### config.mk
export PLATFORM = sky130hd
export DESIGN_NAME = filter2d_rd_sched_flat
export DESIGN_NICKNAME = d
export VERILOG_FILES = /design/src/rtl/filter2d_rd_sched_if.sv /design/src/rtl/filter2d_rd_sched.sv /design/src/flat_wrapper.sv
export SDC_FILE = /design/constraint.sdc
export NUM_CORES = 1
export LEC_CHECK = 0
export ABC_AREA = 1
export BUFFER_PORTS_ARGS = -buffer_cell sky130_fd_sc_hd__buf_2
export CAP_MARGIN = 0
export CELL_PAD_IN_SITES_DETAIL_PLACEMENT = 1
export CELL_PAD_IN_SITES_GLOBAL_PLACEMENT = 2
export CORE_MARGIN = 2
export CORE_UTILIZATION = 32
export CTS_BUF_LIST = sky130_fd_sc_hd__clkbuf_16
export CTS_CLUSTER_DIAMETER = 60
export CTS_CLUSTER_SIZE = 30
export DETAILED_ROUTE_END_ITERATION = 10
export MAX_ROUTING_LAYER = met4
export PLACE_DENSITY_LB_ADDON = 0.12
export SLEW_MARGIN = 0
export SYNTH_ARGS = -nofsm -noshare
export SYNTH_HDL_FRONTEND = slang
export SYNTH_SLANG_ARGS = --single-unit
### constraint.sdc
create_clock -name clk -period 2.5 [get_ports clk]
set_input_delay 0.125 -clock clk [delete_from_list [all_inputs] [get_ports clk]]
set_output_delay 0.125 -clock clk [all_outputs]
set_load 0.01 [all_outputs]
### src/rtl/filter2d_rd_sched_if.sv
// Read-scheduler bus: frame control, buffer read port and tagged tap stream.
interface filter2d_rd_sched_if #(parameter int AW = 16);
  logic          start;
  logic          i_ready;
  logic          mem_rd;
  logic [AW-1:0] rd_addr;
  logic [7:0]    rd_data;
  logic          o_valid;
  logic [7:0]    o_data;
  logic [3:0]    o_tap;
  logic          o_last;
  logic          o_eof;
  logic          o_busy;
  logic          o_done;
  logic          o_overrun;

  modport master (
    input  start, i_ready, rd_data,
    output mem_rd, rd_addr, o_valid, o_data, o_tap, o_last, o_eof,
           o_busy, o_done, o_overrun
  );

  modport slave (
    output start, i_ready, rd_data,
    input  mem_rd, rd_addr, o_valid, o_data, o_tap, o_last, o_eof,
           o_busy, o_done, o_overrun
  );
endinterface

### src/rtl/filter2d_rd_sched.sv
// 3x3 raster tap scheduler; tap out 2 cycles after its read slot, i_ready gates issue only (output never stalls).
// FILTER2D_ZERO_PAD_EN selects zero padding of border taps; undefined gives edge replication.
module filter2d_rd_sched #(
  parameter int W_LOG2 = 8,
  parameter int H_LOG2 = 8,
  parameter int AW     = W_LOG2 + H_LOG2
) (
  input  logic                clk,
  input  logic                reset,
  filter2d_rd_sched_if.master bus
);

  typedef enum logic [1:0] {IDLE, RUN, DRAIN} state_t;

  localparam logic signed [1:0] KM1 = -2'sd1;
  localparam logic signed [1:0] KP1 = 2'sd1;

  state_t state, state_nxt;
  logic   issue;

  logic [W_LOG2-1:0] x;
  logic [H_LOG2-1:0] y;
  logic signed [1:0] kx, ky;

  logic              last_tap, last_of_win;
  logic              oob_x, oob_y;
  logic [W_LOG2-1:0] kx_ext, tx_raw, tx;
  logic [H_LOG2-1:0] ky_ext, ty_raw, ty;
  logic [1:0]        kxi, kyi;
  logic [3:0]        tap_idx;
  logic              rd_en, pad;

  // issue register (read slot) and one tag stage aligned with rd_data
  logic       iss_vld, iss_last, iss_eof, iss_pad;
  logic [3:0] iss_tap;
  logic       s1_vld, s1_last, s1_eof, s1_pad;
  logic [3:0] s1_tap;

  assign last_of_win = (kx == KP1) && (ky == KP1);
  assign last_tap    = last_of_win && (x == '1) && (y == '1);

  assign kx_ext = {{(W_LOG2-1){kx[1]}}, kx[0]};
  assign ky_ext = {{(H_LOG2-1){ky[1]}}, ky[0]};
  assign tx_raw = x + kx_ext;
  assign ty_raw = y + ky_ext;

  assign oob_x = ((x == '0) && (kx == KM1)) || ((x == '1) && (kx == KP1));
  assign oob_y = ((y == '0) && (ky == KM1)) || ((y == '1) && (ky == KP1));

`ifdef FILTER2D_ZERO_PAD_EN
  assign tx    = tx_raw;
  assign ty    = ty_raw;
  assign pad   = oob_x || oob_y;
  assign rd_en = !pad;
`else
  assign tx    = oob_x ? x : tx_raw;
  assign ty    = oob_y ? y : ty_raw;
  assign pad   = 1'b0;
  assign rd_en = 1'b1;
`endif

  assign kxi     = kx + 2'd1;
  assign kyi     = ky + 2'd1;
  assign tap_idx = {2'b00, kyi} * 4'd3 + {2'b00, kxi};

  assign bus.o_busy = (state != IDLE);

  always_ff @(posedge clk) begin
    if (reset) state <= IDLE;
    else       state <= state_nxt;
  end

  always_comb begin
    state_nxt = state;
    issue     = 1'b0;
    case (state)
      IDLE:  if (bus.start) state_nxt = RUN;
      RUN: begin
        issue = bus.i_ready;
        if (issue && last_tap) state_nxt = DRAIN;
      end
      DRAIN: if (bus.o_done) state_nxt = IDLE;
      default: state_nxt = IDLE;
    endcase
  end

  always_ff @(posedge clk) begin
    if (reset || (state == IDLE && bus.start)) begin
      x  <= '0;
      y  <= '0;
      kx <= KM1;
      ky <= KM1;
    end else if (issue && !last_tap) begin
      if (kx != KP1) begin
        kx <= kx + 2'sd1;
      end else begin
        kx <= KM1;
        if (ky != KP1) begin
          ky <= ky + 2'sd1;
        end else begin
          ky <= KM1;
          if (x != '1) begin
            x <= x + 1'b1;
          end else begin
            x <= '0;
            y <= y + 1'b1;
          end
        end
      end
    end
  end

  always_ff @(posedge clk) begin
    if (reset) begin
      bus.mem_rd    <= 1'b0;
      bus.rd_addr   <= '0;
      iss_vld       <= 1'b0;
      iss_tap       <= '0;
      iss_last      <= 1'b0;
      iss_eof       <= 1'b0;
      iss_pad       <= 1'b0;
      s1_vld        <= 1'b0;
      s1_tap        <= '0;
      s1_last       <= 1'b0;
      s1_eof        <= 1'b0;
      s1_pad        <= 1'b0;
      bus.o_valid   <= 1'b0;
      bus.o_data    <= '0;
      bus.o_tap     <= '0;
      bus.o_last    <= 1'b0;
      bus.o_eof     <= 1'b0;
      bus.o_done    <= 1'b0;
      bus.o_overrun <= 1'b0;
    end else begin
      bus.mem_rd <= issue && rd_en;
      if (issue) bus.rd_addr <= AW'({ty, tx});
      iss_vld  <= issue;
      iss_tap  <= issue ? tap_idx : 4'd0;
      iss_last <= issue && last_of_win;
      iss_eof  <= issue && last_tap;
      iss_pad  <= issue && pad;

      s1_vld  <= iss_vld;
      s1_tap  <= iss_tap;
      s1_last <= iss_last;
      s1_eof  <= iss_eof;
      s1_pad  <= iss_pad;

      // rd_data is valid only in the stage-1 cycle, so it is captured here
      bus.o_valid <= s1_vld;
      bus.o_data  <= (s1_vld && !s1_pad) ? bus.rd_data : 8'd0;
      bus.o_tap   <= s1_tap;
      bus.o_last  <= s1_last;
      bus.o_eof   <= s1_eof;

      bus.o_done    <= (state == DRAIN) && bus.o_valid && bus.o_eof;
      bus.o_overrun <= bus.start && (state != IDLE);
    end
  end

endmodule

### src/flat_wrapper.sv
// flat-port wrapper written by rule: the top's interface ports become plain ports
module filter2d_rd_sched_flat 
#(
  parameter int W_LOG2 = 8,
  parameter int H_LOG2 = 8,
  parameter int AW     = W_LOG2 + H_LOG2
)
  (clk, reset, bus_start, bus_i_ready, bus_rd_data, bus_mem_rd, bus_rd_addr, bus_o_valid, bus_o_data, bus_o_tap, bus_o_last, bus_o_eof, bus_o_busy, bus_o_done, bus_o_overrun);
  filter2d_rd_sched_if #(.AW(AW)) bus_i ();
  input  logic clk;
  input  logic reset;
  input wire logic [$bits(bus_i.start)-1:0] bus_start;
  input wire logic [$bits(bus_i.i_ready)-1:0] bus_i_ready;
  input wire logic [$bits(bus_i.rd_data)-1:0] bus_rd_data;
  output wire logic [$bits(bus_i.mem_rd)-1:0] bus_mem_rd;
  output wire logic [$bits(bus_i.rd_addr)-1:0] bus_rd_addr;
  output wire logic [$bits(bus_i.o_valid)-1:0] bus_o_valid;
  output wire logic [$bits(bus_i.o_data)-1:0] bus_o_data;
  output wire logic [$bits(bus_i.o_tap)-1:0] bus_o_tap;
  output wire logic [$bits(bus_i.o_last)-1:0] bus_o_last;
  output wire logic [$bits(bus_i.o_eof)-1:0] bus_o_eof;
  output wire logic [$bits(bus_i.o_busy)-1:0] bus_o_busy;
  output wire logic [$bits(bus_i.o_done)-1:0] bus_o_done;
  output wire logic [$bits(bus_i.o_overrun)-1:0] bus_o_overrun;
  assign bus_i.start = bus_start;
  assign bus_i.i_ready = bus_i_ready;
  assign bus_i.rd_data = bus_rd_data;
  assign bus_mem_rd = bus_i.mem_rd;
  assign bus_rd_addr = bus_i.rd_addr;
  assign bus_o_valid = bus_i.o_valid;
  assign bus_o_data = bus_i.o_data;
  assign bus_o_tap = bus_i.o_tap;
  assign bus_o_last = bus_i.o_last;
  assign bus_o_eof = bus_i.o_eof;
  assign bus_o_busy = bus_i.o_busy;
  assign bus_o_done = bus_i.o_done;
  assign bus_o_overrun = bus_i.o_overrun;
  filter2d_rd_sched #(.W_LOG2(W_LOG2), .H_LOG2(H_LOG2), .AW(AW)) u_core (.clk(clk), .reset(reset), .bus(bus_i));
endmodule
Word level (Yosys, flattened, before mapping)
Index checks and enable logic that the tools add are counted.
Word-level totals
  register bits: 69
  input bits: 12
  logic and storage cells: 89
Operators by class
  add/sub/neg operators: 9
  $mul: 1
  eq/ne operators: 14
  mux-type cells: 10
  bitwise operators: 5
  reductions and logical operators: 29
Operators with widths (number)
  8-bit 2-to-1 mux: 3
  8-bit by 1-bit adder with 8-bit output (second input constant): 2
  8-bit adder: 2
  8-bit == test (second input constant): 2
  8-bit logical NOT: 2
  1-bit logical AND: 15
  2-bit 2-to-1 mux: 5
  8-bit != test (second input constant): 1
  2-bit by 1-bit == test with 1-bit output (second input constant): 3
  2-bit == test (second input constant): 3
  2-bit != test (second input constant): 3
  2-bit one-hot mux with 3 select lines: 1
  3-bit AND reduction: 2
  1-bit inverter: 5
  2-bit by 1-bit adder with 2-bit output (second input constant): 2
  2-bit adder (second input constant): 2
  4-bit by 2-bit adder with 4-bit output: 1
  2-bit by 2-bit multiplier with 4-bit output (second input constant): 1
  2-bit by 1-bit != test with 1-bit output (second input constant): 2
  4-bit AND reduction: 1
  2-bit OR reduction: 2
  1-bit logical OR: 3
  2-bit logical NOT: 1
  2-bit AND reduction: 1
  other kinds (3): 3

Logic depth before layout (Yosys ltp)
Gate-level depths: netlist of the first run.
  depth in word-level cells: 7
  depth in mapped cells: 12
  depth with buffers taken out: 12

Worst setup path before layout of the first run
OpenSTA, ideal clock, no wires.
  path type: flip-flop to flip-flop
  start: register u_core.ky[1]
  end: register u_core.iss_tap[2]
  setup time: 65 ps
  arrival: 1991 ps
  required time: 2435 ps
  path slack: 445 ps
  cell stages (with the launch flop): 9
  buffers on the path: 0
  period minus slack after synthesis: 2055 ps
  cells stage by stage: dfxtp_1 > inv_1 > ha_1 > xnor2_1 > xor2_1 > ha_1 > fa_1 > inv_1 > nor2_1
Between the ends
  word-level cells in the longest chain between the ends: 3
Ends and longest elaborated chain
  start, declared: RTL line filter2d_rd_sched.sv:23  | logic signed [1:0] kx, ky;
  start signal, assigned: RTL line filter2d_rd_sched.sv:99  | ky <= ky + 2'sd1;
  2-bit by 1-bit adder with 2-bit output: RTL line filter2d_rd_sched.sv:63  | assign kyi = ky + 2'd1;
  2-bit by 2-bit multiplier with 4-bit output: RTL line filter2d_rd_sched.sv:64  | assign tap_idx = {2'b00, kyi} * 4'd3 + {2'b00, kxi};
  4-bit by 2-bit adder with 4-bit output: RTL line filter2d_rd_sched.sv:64
  named net u_core.tap_idx[2]: RTL line filter2d_rd_sched.sv:30  | logic [3:0] tap_idx;
  end signal, assigned: RTL line filter2d_rd_sched.sv:138  | iss_tap <= issue ? tap_idx : 4'd0;
  end, declared: RTL line filter2d_rd_sched.sv:35  | logic [3:0] iss_tap;
The timed path passes the listed nets, and every way through them passes these cells.
A chain may end at the register's enable or synchronous reset.

Worst setup path in the final report of the first run
  start: register u_core.kx[1]
  end: register u_core.ky[1]
Between the ends
  word-level cells in the longest chain between the ends: 7
  elaborated cells between the ends (all ways): 9
  classes of those cells: eq/ne: 2; bitwise: 1; reduce/logical: 6
Ends and longest elaborated chain
  start, declared: RTL line filter2d_rd_sched.sv:23
  start signal, assigned: RTL line filter2d_rd_sched.sv:95  | kx <= kx + 2'sd1;
  2-bit == test: RTL line filter2d_rd_sched.sv:39  | assign last_of_win = (kx == KP1) && (ky == KP1);
  1-bit logical AND: RTL line filter2d_rd_sched.sv:39
  1-bit logical AND (2 in series): RTL line filter2d_rd_sched.sv:40  | assign last_tap = last_of_win && (x == '1) && (y == '1);
  1-bit logical NOT: RTL line filter2d_rd_sched.sv:93  | end else if (issue && !last_tap) begin
  1-bit logical AND: RTL line filter2d_rd_sched.sv:93
  2-bit AND reduction (no line) *
Every way passes the cells marked *; elsewhere a longest branch is shown, timed or not.

==> flow_metrics.tcl, run 1 <==
set metrics [dict create \
    hold_viol 0 \
    dpl.hpwl_mm 7.16 \
    grt_overflow 0 \
    dieArea_sq_um 12100 \
    fp-row-count 38 \
    async_flop_share_pct 0 \
    seqPwrFrac_pct 42.3 \
    crit_arrival_ns 2.45 \
    hold_end "u_core.bus.o_overrun" \
    fp.dieH_microns 110 \
    clock_sinks 69 \
    rr_endpoint "u_core.ky[1]" \
    hold_class "in2reg" \
    clockBufferDepth 2 \
    ff2ff_setup_slack_ns 0.27 \
    rsz0062_at_grt "false" \
    pin_count 47 \
    final.min_clock_period_ns 2.23 \
    top_layer "met4" \
    io_buffers 46 \
    power.internal_w 0.00205 \
    slew_viol_final 0 \
    crit_top_cell "nand2_1" \
    drive_above_1_share_pct 14.4 \
    wl_met2_mm 3.92 \
    netlist_top_cells_area "dfxtp_1 (38%), nand2_1 (13%), inv_1 (8.8%), ha_1 (8.4%), nor2_1 (5.7%)" \
    power.density_nw_per_um2 606 \
    synth_area_sq_um 3590 \
    fill_cells 1381 \
    avgViaCountPerCell 4.46 \
    synthDistinctLibCells 31 \
    syn_area_per_cell_sq_um 7.16 \
    fin_setup_tns_ns 0 \
    fp.dieW_microns 110 \
    synth_top_flop_cell "dfxtp_1" \
    antenna_found_initial 0 \
    crit_path_end_kind "register" \
    wl_met1_mm 5.06 \
    final_util_pct 40.5 \
    clockPowerShare_pct 51.7 \
    place_area_sq_um 4010 \
    cp_cell_sequence "inv_1 -> ha_1 -> nand2_1 -> nor2_2 -> nand2_2 -> nand2_4 -> nor2_1 -> clkinv_1 -> nand2_1 -> nand3_1" \
    cts_tree "yes" \
    ir_drop_uv 366 \
    cp_top_family "simple AND/OR/NAND/NOR gates" \
    min_from "bus_start" \
    path_depth 10 \
    fmax_ghz 0.449 \
    outcome "completed" \
    antenna_cells 0 \
    drt_wl_total_mm 9.46 \
    grt_usage_pct 17.6 \
    crit_required_ns 2.73 \
    slew_headroom_pct 65.8 \
    min_period_over_period_pct 89.0 \
    yosysTopAreaCell "dfxtp_1" \
    p_leak_nw 2.19 \
    clock_latency_ns 0.34 \
    cp-start-kind "register" \
    min_path_cells 3 \
    dr.pass1.iters 4 \
    antenna_left 0 \
    synth-edff-count 0 \
    yosysTopAreaCellShare_pct 38.4 \
    path_clk_slew_ns 0.06 \
    ys_warn_count 0 \
    grt_max_degree 23 \
    grt_pass1_wl_mm 15.7 \
    synth_fp_nets 541 \
    yosysMostFrequentCell "nand2_1" \
    finalInstanceArea_sq_um 4410 \
    finalSetupViolCount 0 \
    cts_root_buf "clkbuf_16" \
    dr_wl_met3_microns 329 \
    vias 3167 \
    cts_buffers 9 \
    yosysSeqAreaShare_pct 38.4 \
    slowest_delay_ns 0.54 \
    critical_path.max_fanout 10 \
    grt_pass1_vias 3185 \
    tightest_slew_ns 0.512 \
    htree_levels 3 \
    cap_violations 0 \
    wl_per_cell_microns 13.3 \
    worstReg2RegStart "u_core.kx[1]" \
    post_cts_buffers 0 \
    area_delta_synth_final_pct 22.6 \
    ys_ff_latch 69 \
    r2r_cells 10 \
    cp.buffers_inverters 2 \
    synth_cells 502 \
    drt_iter0_markers 107 \
    coreArea_sq_um 10900 \
    clock_skew_ns 0.00564 \
    floorplan.initialDensity_pct 33.0 \
    crit_path_top_delay_cell "dfxtp_1" \
    crit_type "reg2reg" \
    ys_top_cells_by_count "nand2_1 (123), inv_1 (84), dfxtp_1 (69)" \
    fin_nets 604 \
    drc 0 \
    p_comb_share_pct 6.0 \
    p_sw_w 0.000620 \
    power.share.switching_pct 23.2 \
    gp_congestion 0.757 \
]
power by group through the flow:
stage | Sequential, W | Clock (W) | Combinational [W]
after CTS | 0.00113 | 0.00142 | 0.000165
after global placement | 0.00115 | 0 | 0.000152
after global routing | 0.00113 | 0.00147 | 0.000185
after detailed placement | 0.00115 | 0 | 0.000154
final | 0.00113 | 0.00138 | 0.000161
after floorplan | 0.00116 | 0 | 0.0000887
sequential cells by signal, indices dropped and copies added (netlist names), 2 cells and up:
name and cells:
u_core.bus.rd_addr 16, u_core.bus.o_data 8, u_core.x 8, u_core.y 8, u_core.bus.o_tap 4, u_core.iss_tap 4, u_core.s1_tap 4, u_core.kx 2
u_core.ky 2, u_core.state 2
logic make-up (layout without fill, tap and decap cells):
kind of cell / count (synthesis) / after routing / share of synthesized area (%)
AOI/OAI and AO/OA: 58 / 58 / 8.63
adders and majority gates: 27 / 27 / 10.0
buffers and inverters: 95 / 163 / 9.99
DFF: 69 / 69 / 38.4
xor gates and xnor gates: 19 / 19 / 4.63
and+or+nand+nor: 234 / 234 / 28.3
tightest hold or removal path: stages:
cell and delay [ns]:
buf_2 0.11, nand2_1 0.06, nor2_1 0.03
worst max path at each step:
stage,start,endpoint
2_1_floorplan,u_core.ky[1],u_core.iss_tap[2]
3_3_place_gp,u_core.kx[1],u_core.iss_tap[2]
3_5_place_dp,u_core.kx[1],u_core.iss_tap[2]
4_1_cts,u_core.kx[1],u_core.ky[1]
5_1_grt,u_core.kx[1],u_core.ky[0]
6_report,u_core.kx[1],u_core.ky[1]
placed cells by master, fill, tap and decap left out, types with 3 or more instances in the layout:
cell           netlist  routed
nor2_1              55      55
o21ai_0             12      12
nor2_4               3       3
nand3_1             32      32
buf_4                0       5
nor2_2               3       3
dfxtp_1             69      69
xor2_1              13      13
fa_1                 3       3
dlygate4sd3_1        0       8
clkbuf_16            0       9
buf_2                2      46
nand2_1            123     123
o21a_1               4       4
ha_1                24      24
nand4_1              4       4
or2_2                3       3
xnor2_1              6       6
a21oi_1             38      38
inv_1               84      85
routing by layer:
metal / track usage (%) / vias up
li1: - / 1687
met1: 23.5 / 1423
met2: 25.9 / 46
met3: 3.82 / 11
met4: 6.69 / 0
met5: - / -
timing repair:
item | CTS | global route
gates resized for setup | 0 | 0
hold buffers | 8 | 0
setup endpoints to repair | 0 | 0
hold endpoints to repair | 8 | 0
metrics by stage:
step	instances	worst slack (ns)	hold slack (ns)	total power, W
after floorplan	502	0.445	0.209	0.00125
after global placement	686	0.354	0.341	0.00130
after detailed placement	686	0.305	0.348	0.00131
after CTS	710	0.246	0.0108	0.00271
after global routing	710	0.0263	0.0212	0.00279
final	710	0.275	0.0214	0.00267
cell type report:
cell class | instances | area [sq um] | area share [%]
Inverter | 88 | 330 | 7.50
Multi-Input combinational cell | 338 | 1850 | 42.1
Clock inverter | 7 | 91.3 | 2.07
Timing Repair Buffer | 59 | 348 | 7.90
Clock buffer | 9 | 225 | 5.11
Sequential cell | 69 | 1380 | 31.4
Tap cell | 140 | 175 | 3.98
(Power assumes the default switching activity.)
==> inputs of run 2 (changes only) <==
Settings changed: CELL_PAD_IN_SITES_DETAIL_PLACEMENT 1 to default, CELL_PAD_IN_SITES_GLOBAL_PLACEMENT 2 to default, CORE_UTILIZATION 32 to 35.
==> flow_metrics.tcl, run 2 (synthesis results as in run 1) <==
set metrics [dict create \
    fp.dieH_microns 105 \
    fin_setup_tns_ns 0 \
    hold_end "u_core.bus.o_data[1]" \
    grt_use_met1_pct 22.1 \
    drt_iter0_markers 155 \
    path_clk_slew_ns 0.06 \
    power.density_nw_per_um2 586 \
    hold_viol 0 \
    outcome "completed" \
    dpl.hpwl_mm 6.11 \
    floorplan.initialDensity_pct 36.4 \
    mostFrequentLayoutCell "nand2_1" \
    min_period_over_period_pct 89.6 \
    dr.pass1.iters 4 \
    cts_buffers 9 \
    coreArea_sq_um 9860 \
    gp_congestion 0.837 \
    antenna_found_initial 0 \
    rr_endpoint "u_core.iss_tap[2]" \
    fmax_ghz 0.447 \
    fin_nets 599 \
    grt_overflow 0 \
    dieArea_sq_um 11100 \
    largest-register "u_core.bus.rd_addr" \
    min_path_cells 3 \
    r2r_cells 8 \
    pin_count 47 \
    crit_arrival_ns 2.50 \
    rsz0062_at_grt "false" \
    use_met3_pct 3.65 \
    min_from "bus_rd_data[1]" \
    worstReg2RegStart "u_core.kx[1]" \
    avgViaCountPerCell 4.48 \
    vias 3128 \
    area_delta_synth_final_pct 20.2 \
    drt_wl_total_mm 8.13 \
    grt_pass1_vias 2926 \
    fp-row-count 36 \
    final_util_pct 43.8 \
    drive_above_1_share_pct 14.3 \
    ir_drop_uv 313 \
    drc 0 \
    hold_class "in2reg" \
    cts_tree "yes" \
    grt_pass1_wl_mm 14.0 \
    fp.dieW_microns 105 \
    p_leak_nw 2.14 \
    grt_usage_pct 16.1 \
    grt.busiest_layer "met2" \
    final.min_clock_period_ns 2.24 \
    crit_path_end_kind "register" \
    cp-start-kind "register" \
    slew_headroom_pct 72.6 \
    clock_sinks 69 \
    cts_resized 0 \
    wl_per_cell_microns 11.6 \
    final_cell_mix "nand2_1 (123), inv_1 (84), dfxtp_1 (69)" \
    antenna_left 0 \
    crit_type "reg2reg" \
    clock_latency_ns 0.33 \
    clockBufferDepth 2 \
    cap_violations 0 \
    cts_root_buf "clkbuf_16" \
    use_met2_pct 23.0 \
    post_cts_buffers 0 \
    crit_required_ns 2.77 \
    htree_levels 3 \
    clock_skew_ns 0.00631 \
    ff2ff_setup_slack_ns 0.26 \
    finalSetupViolCount 0 \
    startpoint "u_core.kx[1]" \
    critical_path.max_fanout 10 \
    largest_reg_flops 16 \
    grt_max_degree 23 \
    slew_viol_final 0 \
    tightest_slew_ns 0.410 \
    hold_buffers 3 \
    io_buffers 46 \
    antenna_cells 0 \
]
==> run 2: cell types whose count changed in the layout (fill, tap and decap cells not counted), sizes merged <==
cell,previous run,this run
dlygate4sd3,8,3
clkinvlp,0,2
bufinv,2,1
inv,87,86
==> run 2: worst max path at each step <==
stage / to / slack [ns] / cells after the start
after floorplan: u_core.iss_tap[2] / 0.44 / 8
after global placement: u_core.iss_tap[2] / 0.37 / 8
after detailed placement: u_core.iss_tap[2] / 0.30 / 8
after CTS: u_core.iss_tap[2] / 0.27 / 8
after global routing: u_core.iss_tap[2] / 0.06 / 8
final: u_core.iss_tap[2] / 0.26 / 8
==> run 2: critical path, stage by stage, from the launching register on <==
cell,delay (ns)
dfxtp_1,0.55
inv_1,0.15
ha_1,0.34
xnor2_1,0.21
xor2_1,0.10
ha_1,0.22
fa_1,0.48
inv_1,0.04
nor2_1,0.09
==> run 2: cell type report <==
cell class	instances	area, sq um
Fill cell	1047	5540
Multi-Input combinational cell	338	1850
Sequential cell	69	1380
Inverter	88	330
Timing Repair Buffer	54	298
Clock buffer	9	225
Tap cell	133	166
Clock inverter	7	66.3
==> run 2: stage by stage <==
stage	cell area, sq um	setup WS (ns)	instances	total power (W)	hold WS (ns)
3_3_place_gp	4000	0.367	679	0.00130	0.342
5_1_grt	4320	0.0555	698	0.00264	0.00262
3_5_place_dp	4000	0.300	679	0.00130	0.348
2_1_floorplan	3590	0.445	502	0.00125	0.209
6_report	4320	0.261	698	0.00253	0.0101
4_1_cts	4320	0.272	698	0.00256	0.00105
==> run 2: metal layers <==
metal	routed length, microns	vias to the layer above
met1	4280	1376
met3	310	10
met2	3400	66
met5	0	-
met4	134	0
li1	-	1676
==> run 2: power by group <==
group | total, W | internal, W | switching [W]
clock network | 0.00125 | 0.000764 | 0.000485
registers | 0.00113 | 0.00112 | 0.0000105
logic | 0.000154 | 0.0000567 | 0.0000968
==> inputs of run 3 (changes only) <==
Settings changed: ABC_AREA 1 to default, ABC_CLOCK_PERIOD_IN_PS from default to 2500, PLACE_DENSITY_LB_ADDON 0.12 to default.
==> flow_metrics.tcl, run 3 <==
set metrics [dict create \
    hold_class "in2reg" \
    async_flop_share_pct 0 \
    place_area_sq_um 3790 \
    critical_path.max_fanout 9 \
    grt_pass1_vias 2691 \
    synth_area_sq_um 3440 \
    cap_violations 0 \
    netlist_top_cells_area "dfxtp_1 (40%), ha_1 (8.7%), xnor2_1 (5.3%), a21oi_1 (3.9%), nor3_1 (3.6%)" \
    mostFrequentLayoutCell "dfxtp_1" \
    rr_endpoint "u_core.bus.rd_addr[7]" \
    cts_tree "yes" \
    min_period_over_period_pct 83.9 \
    grt_max_degree 22 \
    outcome "completed" \
    grt_overflow 0 \
    fmax_ghz 0.477 \
    htree_levels 3 \
    slew_viol_final 0 \
    fp.dieW_microns 103 \
    cts_buffers 9 \
    coreArea_sq_um 9640 \
    slew_headroom_pct 58.1 \
    whs_ns 0.103 \
    crit_arrival_ns 2.32 \
    grt_pass1_wl_mm 12.2 \
    synthDistinctLibCells 49 \
    tightest_slew_ns 0.628 \
    io_buffers 46 \
    clock_sinks 69 \
    synth_cells 381 \
    wl_per_cell_microns 12.7 \
    fin_setup_tns_ns 0 \
    r2r_cells 7 \
    drt_iter0_markers 103 \
    fin_nets 475 \
    largest_reg_flops 16 \
    path_clk_slew_ns 0.05 \
    crit_type "reg2reg" \
    final.min_clock_period_ns 2.10 \
    worstSetupEndpoint "u_core.bus.rd_addr[7]" \
    synth_top_flop_cell "dfxtp_1" \
    ys_warn_count 0 \
    vias 2796 \
    ys_ff_latch 69 \
    pin_count 47 \
    cts_root_buf "clkbuf_16" \
    drc 0 \
    drive_above_1_share_pct 18.0 \
    fp-row-count 36 \
    crit_path_end_kind "register" \
    avgViaCountPerCell 4.88 \
    crit_required_ns 2.73 \
    fp.dieH_microns 103 \
    gp_congestion 0.897 \
    power.density_nw_per_um2 597 \
    yosysTopAreaCell "dfxtp_1" \
    ff2ff_setup_slack_ns 0.40 \
    cp.buffers_inverters 1 \
    yosysSeqAreaShare_pct 40.1 \
    grt_usage_pct 15.2 \
    largest-register "u_core.bus.rd_addr" \
    antenna_cells 0 \
    synth_fp_nets 420 \
    cp_cell_sequence "buf_4 -> ha_1 -> a211oi_1 -> o21ai_0 -> a31oi_1 -> nor4b_1 -> a2111oi_2" \
    yosysMostFrequentCell "dfxtp_1" \
    final_util_pct 43.0 \
    drt_wl_total_mm 7.27 \
    dpl.hpwl_mm 5.30 \
    dr.pass1.iters 4 \
    cp_top_family "compound AO/OA/AOI/OAI gates" \
    clock_latency_ns 0.33 \
    finalInstanceArea_sq_um 4150 \
    floorplan.initialDensity_pct 35.7 \
    area_delta_synth_final_pct 20.5 \
    ir_drop_uv 294 \
    rsz0062_at_grt "false" \
    startpoint "u_core.kx[1]" \
    ys_top_cells_by_count "dfxtp_1 (69), nand2_1 (30), a21oi_1 (27), nor2_1 (27), nor3_1 (25)" \
    cp-start-kind "register" \
    syn_area_per_cell_sq_um 9.03 \
    antenna_left 0 \
    finalSetupViolCount 0 \
    hold_viol 0 \
    clockBufferDepth 2 \
    antenna_found_initial 0 \
    synth-edff-count 0 \
    yosysTopAreaCellShare_pct 40.1 \
    final_cell_mix "dfxtp_1 (69), buf_2 (46), nand2_1 (30)" \
    slowest_delay_ns 0.35 \
    clock_skew_ns 0.00313 \
    path_depth 7 \
    dieArea_sq_um 10600 \
    worstReg2RegStart "u_core.kx[1]" \
    crit_path_top_delay_cell "a211oi_1" \
    p_leak_nw 1.74 \
]
## run 3: changes by cell type after synthesis, moves of 14 or more
cell,delta
xnor2_1,+15
nand3_1,-22
nor3_1,+23
nor2b_1,+16
nor2_1,-28
and2_1,+14
nand2_1,-93
inv_1,-69
## run 3: repair_timing
action,CTS,global route
hold buffers,8,0
hold endpoints to repair,8,0
gates resized for setup,0,0
setup buffers,0,0
## run 3: cells by family after synthesis
| kind of cell | after synthesis | share of synthesized area, % |
|---|---|---|
| xor+xnor | 21 | 5.35 |
| simple gates | 160 | 25.7 |
| flops | 69 | 40.1 |
| compound gates | 72 | 13.5 |
| mux | 2 | 0.582 |
| buf+inv | 30 | 4.22 |
| fa+ha+maj | 27 | 10.5 |
## run 3: final cells by class
class                           instances  area, sq um
Tap cell                              133          166
Timing Repair Buffer                   59          348
Clock inverter                          6         56.3
Fill cell                             957         5490
Multi-Input combinational cell        282         1910
Clock buffer                            9          225
Sequential cell                        69         1380
Inverter                               15         56.3
## run 3: through the flow
stage	worst slack, ns	power, W	std cells
after floorplan	0.431	0.00124	381
after global placement	0.543	0.00129	550
after detailed placement	0.439	0.00129	550
after CTS	0.408	0.00251	573
after global routing	0.321	0.00258	573
final	0.402	0.00248	573
## run 3: how the worst min path moves through the flow
stage                              start                    to  slack [ns]  cells after the start
after floorplan           bus_rd_data[0]  u_core.bus.o_data[0]        0.25                      1
after global placement    bus_rd_data[6]  u_core.bus.o_data[6]        0.33                      2
after detailed placement  bus_rd_data[0]  u_core.bus.o_data[0]        0.33                      2
after CTS                      bus_start  u_core.bus.o_overrun        0.09                      2
after global routing           bus_start  u_core.bus.o_overrun         0.1                      2
final                          bus_start  u_core.bus.o_overrun        0.10                      2
## run 3: report_power, final
group	switching [W]	leakage (nW)	internal (W)
registers	0.00000869	0.558	0.00112
clock network	0.000448	0.142	0.000756
logic	0.0000871	1.04	0.0000622
## run 3: per-layer routing
layer | up-vias | global-route usage (%) | share of wire, %
met5 | - | - | 0
met4 | 0 | 6.48 | 2.2
met3 | 13 | 4.00 | 4.6
met2 | 64 | 24.4 | 46
met1 | 1268 | 17.9 | 47
li1 | 1451 | - | -
